--- src/rtl/seq_mul_ip_pkg.sv ---
// Shared types and sizing helpers for the iterative radix-16 multiplier.
// Default-width localparams describe the standard 7-digit build.
package seq_mul_pkg;

    typedef enum logic [1:0] {
        IDLE = 2'd0,
        CALC = 2'd1,
        DONE = 2'd2
    } state_t;

    localparam int IP_WIDTH_DEF = 7;

    // Digit counter width: clog2 of the digit count, never narrower than one bit.
    function automatic int cnt_width(input int n);
        return (n > 1) ? $clog2(n) : 1;
    endfunction

    localparam int OPW  = IP_WIDTH_DEF * 4;
    localparam int PRW  = IP_WIDTH_DEF * 8;
    localparam int CNTW = cnt_width(IP_WIDTH_DEF);

endpackage

--- src/rtl/seq_mul_ip_if.sv ---
// Valid-in / valid-out job interface of the sequential multiplier.
// The master launches jobs; the slave (the multiplier) returns products.
interface seq_mul_if #(
    parameter int IP_WIDTH = 7
);
    logic                    in_valid;
    logic [IP_WIDTH*4-1:0]   IN_Multiplicand;
    logic [IP_WIDTH*4-1:0]   IN_Multiplier;
    logic                    busy;
    logic                    out_valid;
    logic [IP_WIDTH*8-1:0]   OUT_Product;

    modport master (
        output in_valid, IN_Multiplicand, IN_Multiplier,
        input  busy, out_valid, OUT_Product
    );

    modport slave (
        input  in_valid, IN_Multiplicand, IN_Multiplier,
        output busy, out_valid, OUT_Product
    );
endinterface

--- src/rtl/seq_mul_ip_mul_digit_pp.sv ---
// Combinational partial product: full-width operand times one 4-bit digit.
// The result is OPW+4 bits, which holds the largest possible product exactly.
module mul_digit_pp #(
    parameter int OPW = 28
) (
    input  logic [OPW-1:0] a,
    input  logic [3:0]     digit,
    output logic [OPW+3:0] pp
);
    assign pp = {4'h0, a} * {{OPW{1'b0}}, digit};
endmodule

--- src/rtl/seq_mul_ip.sv ---
// Iterative radix-16 unsigned multiplier: one multiplier digit per cycle, MSB digit first.
// Rebuilds a dividend from quotient and divisor; all outputs are registered.
module seq_mul_ip
    import seq_mul_pkg::*;
#(
    parameter int IP_WIDTH = IP_WIDTH_DEF
) (
    input  logic      clk,
    input  logic      rst,
    seq_mul_if.slave  bus
);
    localparam int OP_W  = IP_WIDTH * 4;
    localparam int PR_W  = IP_WIDTH * 8;
    localparam int CNT_W = cnt_width(IP_WIDTH);
    localparam logic [CNT_W-1:0] LAST_DIGIT = CNT_W'(IP_WIDTH - 1);

    state_t            state;
    logic [CNT_W-1:0]  cnt;
    logic [OP_W-1:0]   a_q;
    logic [OP_W-1:0]   b_q;
    logic [PR_W-1:0]   acc;
    logic [PR_W-1:0]   acc_next;
    logic [OP_W+3:0]   pp;

    // b_q shifts left each step, so its top nibble is always the current digit.
    mul_digit_pp #(.OPW(OP_W)) u_pp (
        .a     (a_q),
        .digit (b_q[OP_W-1 -: 4]),
        .pp    (pp)
    );

    assign acc_next = {acc[PR_W-5:0], 4'h0} + PR_W'(pp);

    always_ff @(posedge clk) begin
        if (rst) begin
            state           <= IDLE;
            cnt             <= '0;
            acc             <= '0;
            bus.busy        <= 1'b0;
            bus.out_valid   <= 1'b0;
            bus.OUT_Product <= '0;
        end else begin
            case (state)
                IDLE: begin
                    bus.out_valid   <= 1'b0;
                    bus.OUT_Product <= '0;
                    if (bus.in_valid) begin
                        a_q      <= bus.IN_Multiplicand;
                        b_q      <= bus.IN_Multiplier;
                        acc      <= '0;
                        cnt      <= '0;
                        bus.busy <= 1'b1;
                        state    <= CALC;
                    end
                end
                CALC: begin
                    acc <= acc_next;
                    b_q <= b_q << 4;
                    cnt <= cnt + CNT_W'(1);
                    // Final digit: publish the completed product directly from the adder.
                    if (cnt == LAST_DIGIT) begin
                        bus.out_valid   <= 1'b1;
                        bus.OUT_Product <= acc_next;
                        state           <= DONE;
                    end
                end
                DONE: begin
                    bus.busy        <= 1'b0;
                    bus.out_valid   <= 1'b0;
                    bus.OUT_Product <= '0;
                    state           <= IDLE;
                end
                default: begin
                    state <= IDLE;
                end
            endcase
        end
    end
endmodule

--- src/flat_wrapper.sv ---
// flat-port wrapper written by rule: the top's interface ports become plain ports
module seq_mul_ip_flat import seq_mul_pkg::*;
#(
    parameter int IP_WIDTH = IP_WIDTH_DEF
)
  (clk, rst, bus_in_valid, bus_IN_Multiplicand, bus_IN_Multiplier, bus_busy, bus_out_valid, bus_OUT_Product);
  seq_mul_if #(.IP_WIDTH(IP_WIDTH)) bus_i ();
  input  logic clk;
  input  logic rst;
  input wire logic [$bits(bus_i.in_valid)-1:0] bus_in_valid;
  input wire logic [$bits(bus_i.IN_Multiplicand)-1:0] bus_IN_Multiplicand;
  input wire logic [$bits(bus_i.IN_Multiplier)-1:0] bus_IN_Multiplier;
  output wire logic [$bits(bus_i.busy)-1:0] bus_busy;
  output wire logic [$bits(bus_i.out_valid)-1:0] bus_out_valid;
  output wire logic [$bits(bus_i.OUT_Product)-1:0] bus_OUT_Product;
  assign bus_i.in_valid = bus_in_valid;
  assign bus_i.IN_Multiplicand = bus_IN_Multiplicand;
  assign bus_i.IN_Multiplier = bus_IN_Multiplier;
  assign bus_busy = bus_i.busy;
  assign bus_out_valid = bus_i.out_valid;
  assign bus_OUT_Product = bus_i.OUT_Product;
  seq_mul_ip #(.IP_WIDTH(IP_WIDTH)) u_core (.clk(clk), .rst(rst), .bus(bus_i));
endmodule
--- config.mk ---
export PLATFORM = sky130hd
export DESIGN_NAME = seq_mul_ip_flat
export DESIGN_NICKNAME = d
export VERILOG_FILES = /design/src/rtl/seq_mul_ip_pkg.sv /design/src/rtl/seq_mul_ip_if.sv /design/src/rtl/seq_mul_ip_mul_digit_pp.sv /design/src/rtl/seq_mul_ip.sv /design/src/flat_wrapper.sv
export SDC_FILE = /design/constraint.sdc
export NUM_CORES = 1
export LEC_CHECK = 0
export ABC_AREA = 1
export CAP_MARGIN = 20
export CORE_ASPECT_RATIO = 1.1
export CORE_MARGIN = 5
export CORE_UTILIZATION = 64
export CTS_BUF_LIST = sky130_fd_sc_hd__clkbuf_4 sky130_fd_sc_hd__clkbuf_8 sky130_fd_sc_hd__clkbuf_16
export DETAILED_ROUTE_END_ITERATION = 8
export PLACE_DENSITY = 0.93
export RECOVER_POWER = 50
export SYNTH_ARGS = -nofsm -noshare
export SYNTH_HDL_FRONTEND = slang
export SYNTH_SLANG_ARGS = --single-unit
--- constraint.sdc ---
create_clock -name clk -period 12.5 [get_ports clk]
set_input_delay 2.5 -clock clk [delete_from_list [all_inputs] [get_ports clk]]
set_output_delay 2.5 -clock clk [all_outputs]
set_load 0.02 [all_outputs]
* After elaboration in Yosys (flattened, before gate mapping)
Index checks and enable logic that the tools add are counted.
** Word-level totals
- Word-level logic and storage cells :: 43
- Bits of input ports :: 59
- Bits in registers :: 171
** Cells by class
- $mul :: 1
- Equality and inequality tests :: 5
- Bitwise operators :: 1
- Add/sub/neg operators :: 2
- Multiplexer cells :: 15
- Reduce and logical (&&, ||, !) cells :: 11
** Operators with widths (count)
- $pmux 56 s2 :: 1
- $pmux 52 s2 :: 1
- $add 56x32->56 :: 1
- $mux 56 :: 1
- $pmux 28 s2 :: 1
- $mux 52 :: 1
- $mul 28x4->32 :: 1
- $mux 28 :: 1
- $reduce_and 2->1 :: 4
- $pmux 3 s2 :: 1
- $reduce_and 3->1 :: 2
- $reduce_bool 2->1 :: 3
- $mux 2 :: 2
- $pmux 1 s2 :: 2
- $pmux 2 s2 :: 1
- $add 3x1->3 const B :: 1
- $eq 3x3->1 const B :: 1
- $mux 3 :: 1
- $eq 2x1->1 const B :: 1
- $eq 2x2->1 const B :: 1
- $logic_not 2->1 :: 1
- $mux 1 :: 2
- $ne 2x1->1 const B :: 1
- $ne 2x2->1 const B :: 1
- other kinds (2) :: 2

* Logic depth before layout (Yosys ltp)
Gate-level depths: netlist of the first run.
- Depth after elaboration :: 4
- Depth in mapped cells :: 24
- Gate-level depth less buffers :: 22

* Modules after synthesis
A second synthesis of the first run with hierarchy kept.
** Unflattened totals
- Cells, all modules :: 2139
- Area, all modules :: 13952.1 um^2
** By module, submodules not included
- seq_mul_ip :: seq. area each 3983.8 um^2, times used 1, cells each 1335, area each 9484.1 um^2
- mul_digit_pp :: seq. area each 0.0 um^2, times used 1, cells each 804, area each 4468.0 um^2

* Least setup slack after synthesis of the first run
Ideal clock, no wire load.
- Path type :: input -> register
- Start point :: in rst
- End point :: reg u_core.a_q[0] (enable)
- Path slack :: 6.637 ns
- Arrival :: 5.379 ns
- Stages on the path :: 2
- Path buffers :: 1
- Setup time :: 0.484 ns
- Cell sequence :: clkbuf_1 nor4_1
** Between the ends
- Cells in the longest elaborated chain, start to end :: 2
** RTL lines
- start: declaration :: RTL line flat_wrapper.sv:9 : input logic rst;
- $not 1->1 (no source line)
- $reduce_and 3->1 (no source line)
- end signal: assignment :: RTL line seq_mul_ip.sv:48 : a_q <= bus.IN_Multiplicand;
- end: declaration :: RTL line seq_mul_ip.sv:19 : logic [OP_W-1:0] a_q;
No other way between the ends.
A chain may end at the register's enable or synchronous reset.

* Worst setup path in the final report of the first run
- Start point :: in rst
- End point :: reg u_core.a_q[23] (enable)
Same word-level chain as after synthesis.

==> results of run 1 <==
==> worst max-delay path: cells and delay by family <==
kind / cells / cell delay (ns)
buffers and inverters: 3 / 3.42
and+or+nand+nor: 1 / 0.14
==> cell usage in the layout (no fill, tap or decap), types with 2 or more instances in the layout <==
cell type / n
nand2_1: 631
inv_1: 392
dfxtp_1: 115
dlygate4sd3_1: 101
nand3_1: 88
a21oi_1: 79
fa_1: 79
nor2_1: 69
edfxtp_1: 56
ha_1: 42
o21ai_0: 31
nor2_2: 22
xor2_1: 17
o21ai_1: 17
clkbuf_16: 17
nand2_2: 16
inv_2: 14
clkdlybuf4s50_1: 14
nand4_1: 11
nor2_4: 9
nand3b_1: 8
nor3_1: 7
nand3_2: 6
inv_8: 6
clkbuf_1: 6
a21oi_2: 5
a32o_1: 4
buf_4: 4
nor3_2: 3
clkinv_4: 3
nor4_1: 2
a21o_1: 2
clkinvlp_4: 2
clkinv_8: 2
==> synthesized netlist by cell type <==
cell	count
nand2_1	631
inv_1	392
dfxtp_1	115
nand3_1	88
a21oi_1	79
fa_1	79
nor2_1	69
edfxtp_1	56
ha_1	42
clkbuf_1	31
o21ai_0	31
nor2_2	23
o21ai_1	17
xor2_1	17
nand2_2	16
inv_2	15
nand4_1	11
buf_2	10
nand3b_1	8
nor2_4	8
nor3_1	7
nand3_2	6
a21oi_2	5
a32o_1	4
buf_1	3
nor3_2	3
a21o_1	2
buf_4	2
nor4_1	2
a211oi_1	1
nand3b_2	1
nand4_2	1
nor4_2	1
o21a_1	1
o21bai_1	1
or2_1	1
or2_2	1
xnor2_1	1
==> logic make-up after synthesis <==
logic type | share of synthesized area
flops | 0.3202
xor+xnor | 0.01267
buf+inv | 0.1383
fa+ha+maj | 0.1693
simple gates | 0.2987
compound gates | 0.06083
==> worst paths after layout <==
kind	from	end	slack (ns)	depth (start not counted)
min	u_core.bus.OUT_Product[55]$_SDFFE_PP0P_	u_core.bus.OUT_Product[55]$_SDFFE_PP0P_	0.45	2
min reg2reg	u_core.bus.OUT_Product[55]$_SDFFE_PP0P_	u_core.bus.OUT_Product[55]$_SDFFE_PP0P_	0.45	2
max reg2reg	u_core.b_q[26]$_DFFE_PP_	u_core.acc[25]$_SDFFE_PP0P_	7.35	16
max	rst	u_core.a_q[23]$_DFFE_PP_	6.31	4
==> registers in the layout, summed over array words and instances, names as in the netlist <==
| name | count |
|---|---|
| u_core.cnt | 3 |
| u_core.bus.OUT_Product | 56 |
| u_core.state | 2 |
| u_core.a_q | 28 |
| u_core.acc | 52 |
| u_core.bus.busy | 1 |
| u_core.b_q | 28 |
| u_core.bus.out_valid | 1 |
==> layout make-up <==
class | instances | area (µm²)
clock buffer | 17 | 425.4
fill | 1405 | 4750
multi-input combinational | 1157 | 6744
clock inverter | 15 | 155.1
timing repair buffer | 125 | 1204
tap | 247 | 309.0
inverter | 407 | 1528
sequential | 171 | 3984
==> routing by layer <==
metal,vias to the layer above,global-route usage,routed length [µm]
met5,-,0,0
met4,0,0.1440,1394
met3,113,0.05073,2341
met1,5398,0.4087,14020
li1,5529,-,-
met2,502,0.5933,18540
==> metrics by stage <==
| step | util | instance area, µm² | cells | worst slack, ns |
|---|---|---|---|---|
| finish | 0.7513 | 14350 | 2139 | 6.306 |
| global route | 0.7513 | 14350 | 2139 | 6.166 |
| CTS | 0.7531 | 14380 | 2139 | 7.543 |
| detailed placement | 0.7227 | 13800 | 2107 | 7.570 |
| global placement | 0.7227 | 13800 | 2107 | 7.736 |
| floorplan | - | 12440 | 1781 | 6.637 |
==> power by group through the flow <==
stage                     combinational [mW]  clock, mW  sequential [mW]
after global placement                 0.797          0            0.652
final                                  0.850      0.527            0.644
after CTS                              0.837      0.529            0.642
after floorplan                        0.606          0            0.639
after detailed placement               0.818          0            0.654
after global routing                   0.951      0.554            0.648
==> results.md, run 1 <==
- Outcome: finished, violations left
- Failing checks: max-capacitance violations, max-slew violations
- Biggest area consumer among synthesized cells: nand2_1
- Leak Pwr: approximately 7.5 nW
- Top post-synthesis cells by area: nand2_1, dfxtp_1, edfxtp_1
- Drt total wl: about 36,000 µm
- Setup-failing EPs final: 0
- Worst VDD drop: 104.7 µV
- CP cell instances: clkbuf_1 -> clkbuf_1 -> nor4_1 -> clkbuf_1
- # diodes: 0
- Crit path top cell by count: clkbuf_1
- Rel. slew slack: -0.7971
- Number of DRC markers in iteration 0: 947
- CTS root buf: clkbuf_16
- Total gr overflow: 0
- Cell at the slowest stage of the critical path: clkbuf_1
- Layout area overhead: 15.31%
- Sequential share of the synthesized area: 0.3202
- CP Capture Type: register
- Proportion of layout cells with a drive suffix above 1: 0.06078
- RSZ-0062 raised after global routing: false
- # Post-CTS Setup Buffers: 0
- Cell variety after synth: 38
- Design Power: 2.020 mW
- Gpl congestion: about 0.98
- Crit Path Max Fanout: between 40 and 50
- Min Tclk post-route: between 6 and 7 ns
- CTS buffer count: 17
- Sequential power share: 0.319
- Worst path arrival time: between 6 and 7 ns
- FF+latch count, synth: about 170
- Yosys top cell area share: 0.1903
- CTS resizes: 0
- HPWL after detailed placement: roughly 28,000 µm
- Max-slew violations: 163
- Row cnt: 53
- Max Cap Viol: 4
- DR WL/cell: ~17 µm
- Number of H-tree levels: 4
- Initial antenna violation count: 0
- Post-CTS Hold Fix Bufs: 0
- First-pass GRT wire length: 59,020 µm
- Hold WS: ~0.45 ns
- Full die area: between 20,000 and 25,000 µm²
- # clock sinks: 171
- Post-Synthesis Cells: 1,781
- CTS clk-pin slew, worst paths: approximately 0.070 ns
- Clk_lat worst skew: ~0.44 ns
- Chip height: 156.2 µm
- Die W: roughly 140 µm
- Clock Tree Buf Depth: 2
- Detailed-route via count: around 12,000
- Nets: between 2,000 and 2,500
- Largest net degree at the start of global routing: between 70 and 80
- Core area: between 15,000 and 20,000 µm²
- # DRC: 0
- Sw Pwr: between 0.8 and 0.9 mW
- GRT Overall Usage: 0.3364
- Final worst-path cycle share: 0.4955
- Syn avg cell area: 6.987 µm²
- WS Path Type: primary input to register
- Ys Warns: 0
- Max Fclk: around 160 MHz
- Net Sw Frac: 0.4324
- Clock network fraction of total power: 0.261
- CTS tree: done
- Post-route ant nets: 0
- Comb pwr share: 0.420
- Port buffer count: 116
- Skew final: between 0.01 and 0.015 ns
- Synth Cell Area: ~12,000 µm²
- Initial Util: 0.6515
- Vias in the first global route: between 10,000 and 15,000
- Max incr delay on CP: 1.66 ns
- Slew @ Worst Pin: roughly 2.7 ns
- Final setup TNS: 0 ns
- DRT Pass-1 Iters: 6
- Hold Vio Cnt, Final: 0
- Worst endpoint required time: 12.42 ns
- Io pins: 117
- Internal power: 1.147 mW
- Worst min path class: register to register
- Power per cell area: between 100 and 150 nW/µm²
- Critical path startpoint category: primary input
- Syn_nets: about 2,000
- Vias per cell: ~5.4
Note: power is estimated with default switching activity, not from simulation.
==> run 2: changes to the inputs <==
- CORE_UTILIZATION: 64 -> 59
- PLACE_DENSITY: 0.93 -> 0.87
- clock period: 12.5 -> 6.5 ns (I/O delays scaled with it)
==> run 2 against run 1 <==
- the run still ends with max-capacitance violations, max-slew violations left
- global-route usage decreased by 3.8 points
- final cell count rose by 0.37%
- critical path depth grew 13
- combinational power increased by 92%
- flip-flop and latch count is the same
- sequential power increased by 93%
- clock-buffer cell count up 1
- largest cell class unchanged
- largest power group unchanged
- highest routed layer unchanged
==> results.md, run 2 (synthesis gave the netlist of run 1 again) <==
- Gpl congestion: 0.9902 (was 0.9783)
- Worst VDD drop: 174.8 µV (was 104.7 µV)
- Layout Cells excl Fill: 2,147 (was 2,139)
- Port buffer count: 116 (unchanged)
- Slew @ Worst Pin: 3.489 ns (was 2.696 ns)
- Core area: 20,640 µm² (was 19,100 µm²)
- Layout Utilization: 0.6957 (was 0.7513)
- Skew final: 0.01217 ns (was 0.01111 ns)
- HPWL after detailed placement: 27,050 µm (was 28,070 µm)
- Outcome: finished, violations left (unchanged)
- Number of DRC markers in iteration 0: 825 (was 947)
- Most frequent cells in the layout: nand2_1, inv_1, dfxtp_1 (unchanged)
- Worst endpoint required time: 6.85 ns (was 12.42 ns)
- Clk_lat worst skew: 0.45 ns (was 0.44 ns)
- CTS buffer count: 17 (unchanged)
- WS Path Type: register to register (was primary input to register)
- Final worst-path cycle share: 0.7857
- RSZ-0062 raised after global routing: false (unchanged)
- Critical path startpoint category: register (was primary input)
- CTS tree: done (unchanged)
- Final setup TNS: 0 ns (unchanged)
- CP Capture Type: register (unchanged)
- Die W: 148.5 µm (was 142.9 µm)
- Detailed-route via count: 11,250 (was 11,540)
- Initial Util: 0.6027 (was 0.6515)
- Crit Path Max Fanout: 28 (was 43)
- Worst min path class: register to register (unchanged)
- Hold depth: 2 (unchanged)
- Setup slack after layout: 1.393 ns (was 6.306 ns)
- # Post-CTS Setup Buffers: 0 (unchanged)
- CTS root buf: clkbuf_16 (unchanged)
- Largest net degree at the start of global routing: 68 (was 71)
- Layout area overhead: 15.42% (was 15.31%)
- Proportion of layout cells with a drive suffix above 1: 0.05923 (was 0.06078)
- Max Fclk: approximately 200 MHz
- Placed cell count: 2,115 (was 2,107)
- Max-slew violations: 255 (was 163)
- DRT Pass-1 Iters: 6 (unchanged)
- Power per cell area: 273.0 nW/µm² (was 140.8 nW/µm²)
- DR WL/cell: 16.39 µm (was 16.97 µm)
- Initial antenna violation count: 0 (unchanged)
- # diodes: 0 (unchanged)
- GRT Overall Usage: 0.2989 (was 0.3364)
- Total gr overflow: 0 (unchanged)
- Vias in the first global route: 11,440 (was 12,010)
- Leak Pwr: 7.529 nW (was 7.532 nW)
- Row cnt: 55 (was 53)
- Max FFs per register: 56 (unchanged)
- CTS resizes: 0 (unchanged)
- Full die area: 24,100 µm² (was 22,330 µm²)
- Vias per cell: 5.238 (was 5.396)
- Drt total wl: 35,180 µm (was 36,290 µm)
- # clock sinks: 171 (unchanged)
- Worst R2R Path Depth: 17 (was 16)
- First-pass GRT wire length: 56,880 µm (was 59,020 µm)
- Failing checks: max-capacitance violations, max-slew violations (unchanged)
- # DRC: 0 (unchanged)
- Worst path arrival time: 5.46 ns (was 6.11 ns)
- Nets: 2,058 (was 2,059)
- Post-route ant nets: 0 (unchanged)
- DP Worst Slack: 1.646 ns (was 7.570 ns)
- Reg with most FFs: u_core.bus.OUT_Product (unchanged)
- Most common library cell in the layout ignoring fill and taps: nand2_1 (unchanged)
- Rel. slew slack: -1.326 (was -0.7971)
- Min Tclk post-route: around 5.1 ns
- Post-CTS Hold Fix Bufs: 0 (unchanged)
- Io pins: 117 (unchanged)
- Top flop regs: u_core.bus.OUT_Product (56), u_core.acc (52) (unchanged)
- Hold Vio Cnt, Final: 0 (unchanged)
- CTS clk-pin slew, worst paths: 0.07 ns (about the same)
- Number of H-tree levels: 4 (unchanged)
- Max Cap Viol: 6 (was 4)
- Setup-failing EPs final: 0 (unchanged)
- Clock Tree Buf Depth: 2 (unchanged)
- Chip height: 162.3 µm (was 156.2 µm)
[run 2: changes by cell type in the layout (fill, tap and decap cells not counted), sizes merged]
cell / change
clkbuf: +1
clkdlybuf4s50: +26
buf: -1
inv: -1
clkinvlp: +2
dlygate4sd3: -26
clkinv: -4
bufinv: +2
[run 2: final timing paths]
kind                                                               from                                 endpoint  slack (ns)
worst min register to register  u_core.bus.OUT_Product[37]$_SDFFE_PP0P_  u_core.bus.OUT_Product[37]$_SDFFE_PP0P_        0.45
worst min-delay path            u_core.bus.OUT_Product[37]$_SDFFE_PP0P_  u_core.bus.OUT_Product[37]$_SDFFE_PP0P_        0.45
worst max register to register                 u_core.b_q[26]$_DFFE_PP_              u_core.acc[22]$_SDFFE_PP0P_        1.39
worst max-delay path                           u_core.b_q[26]$_DFFE_PP_              u_core.acc[22]$_SDFFE_PP0P_        1.39
[run 2: layout make-up]
| cell class | count | area (µm²) |
|---|---|---|
| clock buffer | 18 | 432.9 |
| sequential | 171 | 3984 |
| inverter | 407 | 1528 |
| fill | 1737 | 6282 |
| timing repair buffer | 124 | 1196 |
| clock inverter | 14 | 160.2 |
| multi-input combinational | 1157 | 6741 |
| tap | 256 | 320.3 |
[run 2: critical path: stages (launching register included)]
cell and delay [ns]:
edfxtp_1 1.06, nand2_1 0.12, inv_1 0.12, fa_1 0.45, fa_1 0.55, inv_1 0.06, fa_1 0.51, inv_1 0.06
ha_1 0.34, nand2_1 0.14, nor2_1 0.21, inv_1 0.06, nor2_1 0.25, nand2_1 0.11, nand2_1 0.24, xor2_1 0.35
nand2_1 0.13, a21oi_1 0.24
[run 2: routing by layer]
layer / part of all wire / GRT usage / up-vias
met2: 0.49 / 0.5274 / 396
met3: 0.064 / 0.04994 / 84
li1: - / - / 5530
met5: 0 / 0 / -
met4: 0.031 / 0.1025 / 0
met1: 0.41 / 0.3708 / 5235
[run 2: per-stage QoR]
stage / total power [mW] / cell area, µm² / hold slack, ns
finish: 3.921 / 14360 / 0.4496
global route: 4.165 / 14360 / 0.4743
CTS: 3.910 / 14400 / 0.4546
detailed placement: 2.844 / 13810 / 0.4419
global placement: 2.817 / 13810 / 0.4370
floorplan: 2.394 / 12440 / 0.4409
[run 2: where the power goes]
group	internal, mW	switching [mW]
Combinational	0.518	1.11
Clock	0.579	0.478
Sequential	1.17	0.0637
Total	2.27	1.65
==> run 3: changes to the inputs <==
- clock period: 6.5 -> 4.7 ns (I/O delays scaled with it)
==> run 3 against run 2 <==
- the flow still finishes with violations (max-capacitance violations, max-slew violations)
- setup slack worse by 1.1 ns
- via count is 2.1% higher
- first-iteration DRC count up 1.5%
- critical path depth rose by 3
- clock-buffer cell count down 1
- clock skew barely moved
- maximum frequency up 17%
==> results.md, run 3 (synthesis gave the netlist of run 1 again) <==
- Outcome: finished, violations left (unchanged)
- Failing checks: max-capacitance violations, max-slew violations (unchanged)
- Fillers: 1,702 (was 1,737)
- Internal power: 3.186 mW (was 2.271 mW)
- Crit Path Max Fanout: 28 (unchanged)
- Rel. slew slack: -0.2636 (was -1.326)
- Hold Vio Cnt, Final: 0 (unchanged)
- Most common library cell in the layout ignoring fill and taps: nand2_1 (unchanged)
- Sw Pwr: 2.362 mW (was 1.650 mW)
- Vias per cell: 5.298 (was 5.238)
- Max-slew violations: 63 (was 255)
- Worst endpoint required time: 5.07 ns (was 6.85 ns)
- RSZ-0062 raised after global routing: false (unchanged)
- Reg with most FFs: u_core.bus.OUT_Product (unchanged)
- Max FFs per register: 56 (unchanged)
- Port buffer count: 116 (unchanged)
- Clk_lat worst skew: 0.44 ns (was 0.45 ns)
- Final worst-path cycle share: 0.9294 (was 0.7857)
- Slew @ Worst Pin: 1.895 ns (was 3.489 ns)
- Comb pwr share: 0.431 (was 0.415)
- Worst min path class: register to register (unchanged)
- Clock Tree Buf Depth: 2 (unchanged)
- Detailed-route via count: 11,480 (was 11,250)
- WS Path Type: register to register (unchanged)
- CTS buffer count: 17 (unchanged)
- GRT Overall Usage: 0.3098 (was 0.2989)
- Leak Pwr: 7.673 nW (was 7.529 nW)
- Initial antenna violation count: 0 (unchanged)
- Row cnt: 55 (unchanged)
- Post-CTS Hold Fix Bufs: 0 (unchanged)
- Hold WS: 0.4505 ns (was 0.4496 ns)
- Drt total wl: 36,120 µm (was 35,180 µm)
- Vias in the first global route: 11,870 (was 11,440)
- # diodes: 0 (unchanged)
- Max Fclk: 228.9 MHz (was 195.8 MHz)
- Placed Area: 13,980 µm² (was 13,810 µm²)
- Most frequent cells in the layout: nand2_1, inv_1, dfxtp_1 (unchanged)
- Layout area overhead: 16.95% (was 15.42%)
- Power per cell area: 381.3 nW/µm² (was 273.0 nW/µm²)
- Setup-failing EPs final: 0 (unchanged)
- Total gr overflow: 0 (unchanged)
- Worst path arrival time: 4.74 ns (was 5.46 ns)
- Largest net degree at the start of global routing: 76 (was 68)
- # Post-CTS Setup Buffers: 0 (unchanged)
- Gpl congestion: 0.9548 (was 0.9902)
- Final setup TNS: 0 ns (unchanged)
- Skew final: 0.01181 ns (was 0.01217 ns)
- Die W: 148.5 µm (unchanged)
- Number of H-tree levels: 4 (unchanged)
- Max Cap Viol: 2 (was 6)
- Net Sw Frac: 0.4257 (was 0.4207)
- Io pins: 117 (unchanged)
- First-pass GRT wire length: 59,110 µm (was 56,880 µm)
- Nets: 2,078 (was 2,058)
- Sequential power share: 0.305 (was 0.316)
- CTS root buf: clkbuf_16 (unchanged)
- HPWL after detailed placement: 27,940 µm (was 27,050 µm)
- Worst VDD drop: 257.5 µV (was 174.8 µV)
- # DRC: 0 (unchanged)
- DRT Pass-1 Iters: 7 (was 6)
- CP Capture Type: register (unchanged)
- Number of DRC markers in iteration 0: 837 (was 825)
- DR WL/cell: 16.67 µm (was 16.39 µm)
- Top flop regs: u_core.bus.OUT_Product (56), u_core.acc (52) (unchanged)
- Design Power: 5.548 mW (was 3.921 mW)
- Worst reg-to-reg setup slack: 0.33 ns (was 1.39 ns)
- CTS clk-pin slew, worst paths: 0.08 ns (was 0.07 ns)
- Min Tclk post-route: 4.368 ns (was 5.107 ns)
- Initial Util: 0.6027 (unchanged)
- Layout Cell Area excl Fill: 14,550 µm² (was 14,360 µm²)
- Proportion of layout cells with a drive suffix above 1: 0.07117 (was 0.05923)
- Core area: 20,640 µm² (unchanged)
- Post-route ant nets: 0 (unchanged)
- Full die area: 24,100 µm² (unchanged)
- CTS tree: done (unchanged)
- Chip height: 162.3 µm (unchanged)
- # clock sinks: 171 (unchanged)
- Clock network fraction of total power: 0.264 (was 0.270)
- Critical path startpoint category: register (unchanged)
- CTS resizes: 0 (unchanged)
==> run 3: cell types whose count changed in the layout (fill, tap and decap cells not counted), sizes merged <==
| cell | previous run | this run |
|---|---|---|
| dlygate4sd3 | 75 | 79 |
| bufinv | 2 | 1 |
| inv | 412 | 416 |
| clkdlybuf4s50 | 40 | 36 |
| clkinvlp | 4 | 2 |
| clkbuf | 24 | 19 |
| buf | 3 | 27 |
==> run 3: power by group through the flow <==
stage	logic (mW)	registers (mW)	clock network, mW
final	2.39	1.69	1.46
after global routing	2.67	1.70	1.54
after CTS	2.38	1.69	1.47
after detailed placement	2.34	1.72	0
after global placement	2.30	1.72	0
after floorplan	1.61	1.70	0
==> run 3: worst paths after layout <==
check,from,to,cells after the start
setup / recovery,u_core.b_q[26]$_DFFE_PP_,u_core.acc[35]$_SDFFE_PP0P_,20
hold / removal,u_core.bus.OUT_Product[46]$_SDFFE_PP0P_,u_core.bus.OUT_Product[46]$_SDFFE_PP0P_,2
setup reg to reg,u_core.b_q[26]$_DFFE_PP_,u_core.acc[35]$_SDFFE_PP0P_,20
hold reg to reg,u_core.bus.OUT_Product[46]$_SDFFE_PP0P_,u_core.bus.OUT_Product[46]$_SDFFE_PP0P_,2
==> run 3: critical path: stages, from the launching register on <==
cell and delay, ns:
edfxtp_1 0.32, buf_4 0.31, nand2_1 0.10, inv_1 0.09
fa_1 0.45, fa_1 0.57, inv_1 0.06, fa_1 0.52
inv_1 0.05, ha_1 0.30, buf_4 0.13, nand2_1 0.08
inv_1 0.10, nand2_1 0.15, nor3_2 0.21, nand2_1 0.14
nand2_2 0.14, nand2_1 0.13, nand3b_1 0.11, nand3_1 0.12
a21oi_1 0.20
==> run 3: area by class of cell <==
class / count / area [µm²] / share of cell area
well taps: 256 / 320.3 / 0.02201
clock buffers: 17 / 425.4 / 0.02923
multi-input cells: 1157 / 6741 / 0.4632
clock inverters: 15 / 170.2 / 0.01169
inverters: 407 / 1528 / 0.1050
repair buffers: 144 / 1384 / 0.09509
flip-flops and latches: 171 / 3984 / 0.2738
==> run 3: metal layers <==
layer | GRT usage | wire, µm
met2 | 0.5381 | 17890
met4 | 0.1088 | 1166
met1 | 0.3964 | 15080
met3 | 0.04269 | 1980
met5 | 0 | 0
==> run 3: per-stage QoR <==
stage                     setup WS (ns)  cells    util
final                            0.3320   2167  0.7049
after detailed placement         0.3998   2135  0.6772
after floorplan                  0.3969   1781       -
after global placement           0.5053   2135  0.6772
after CTS                        0.3689   2167  0.7061
after global routing            0.05980   2167  0.7049
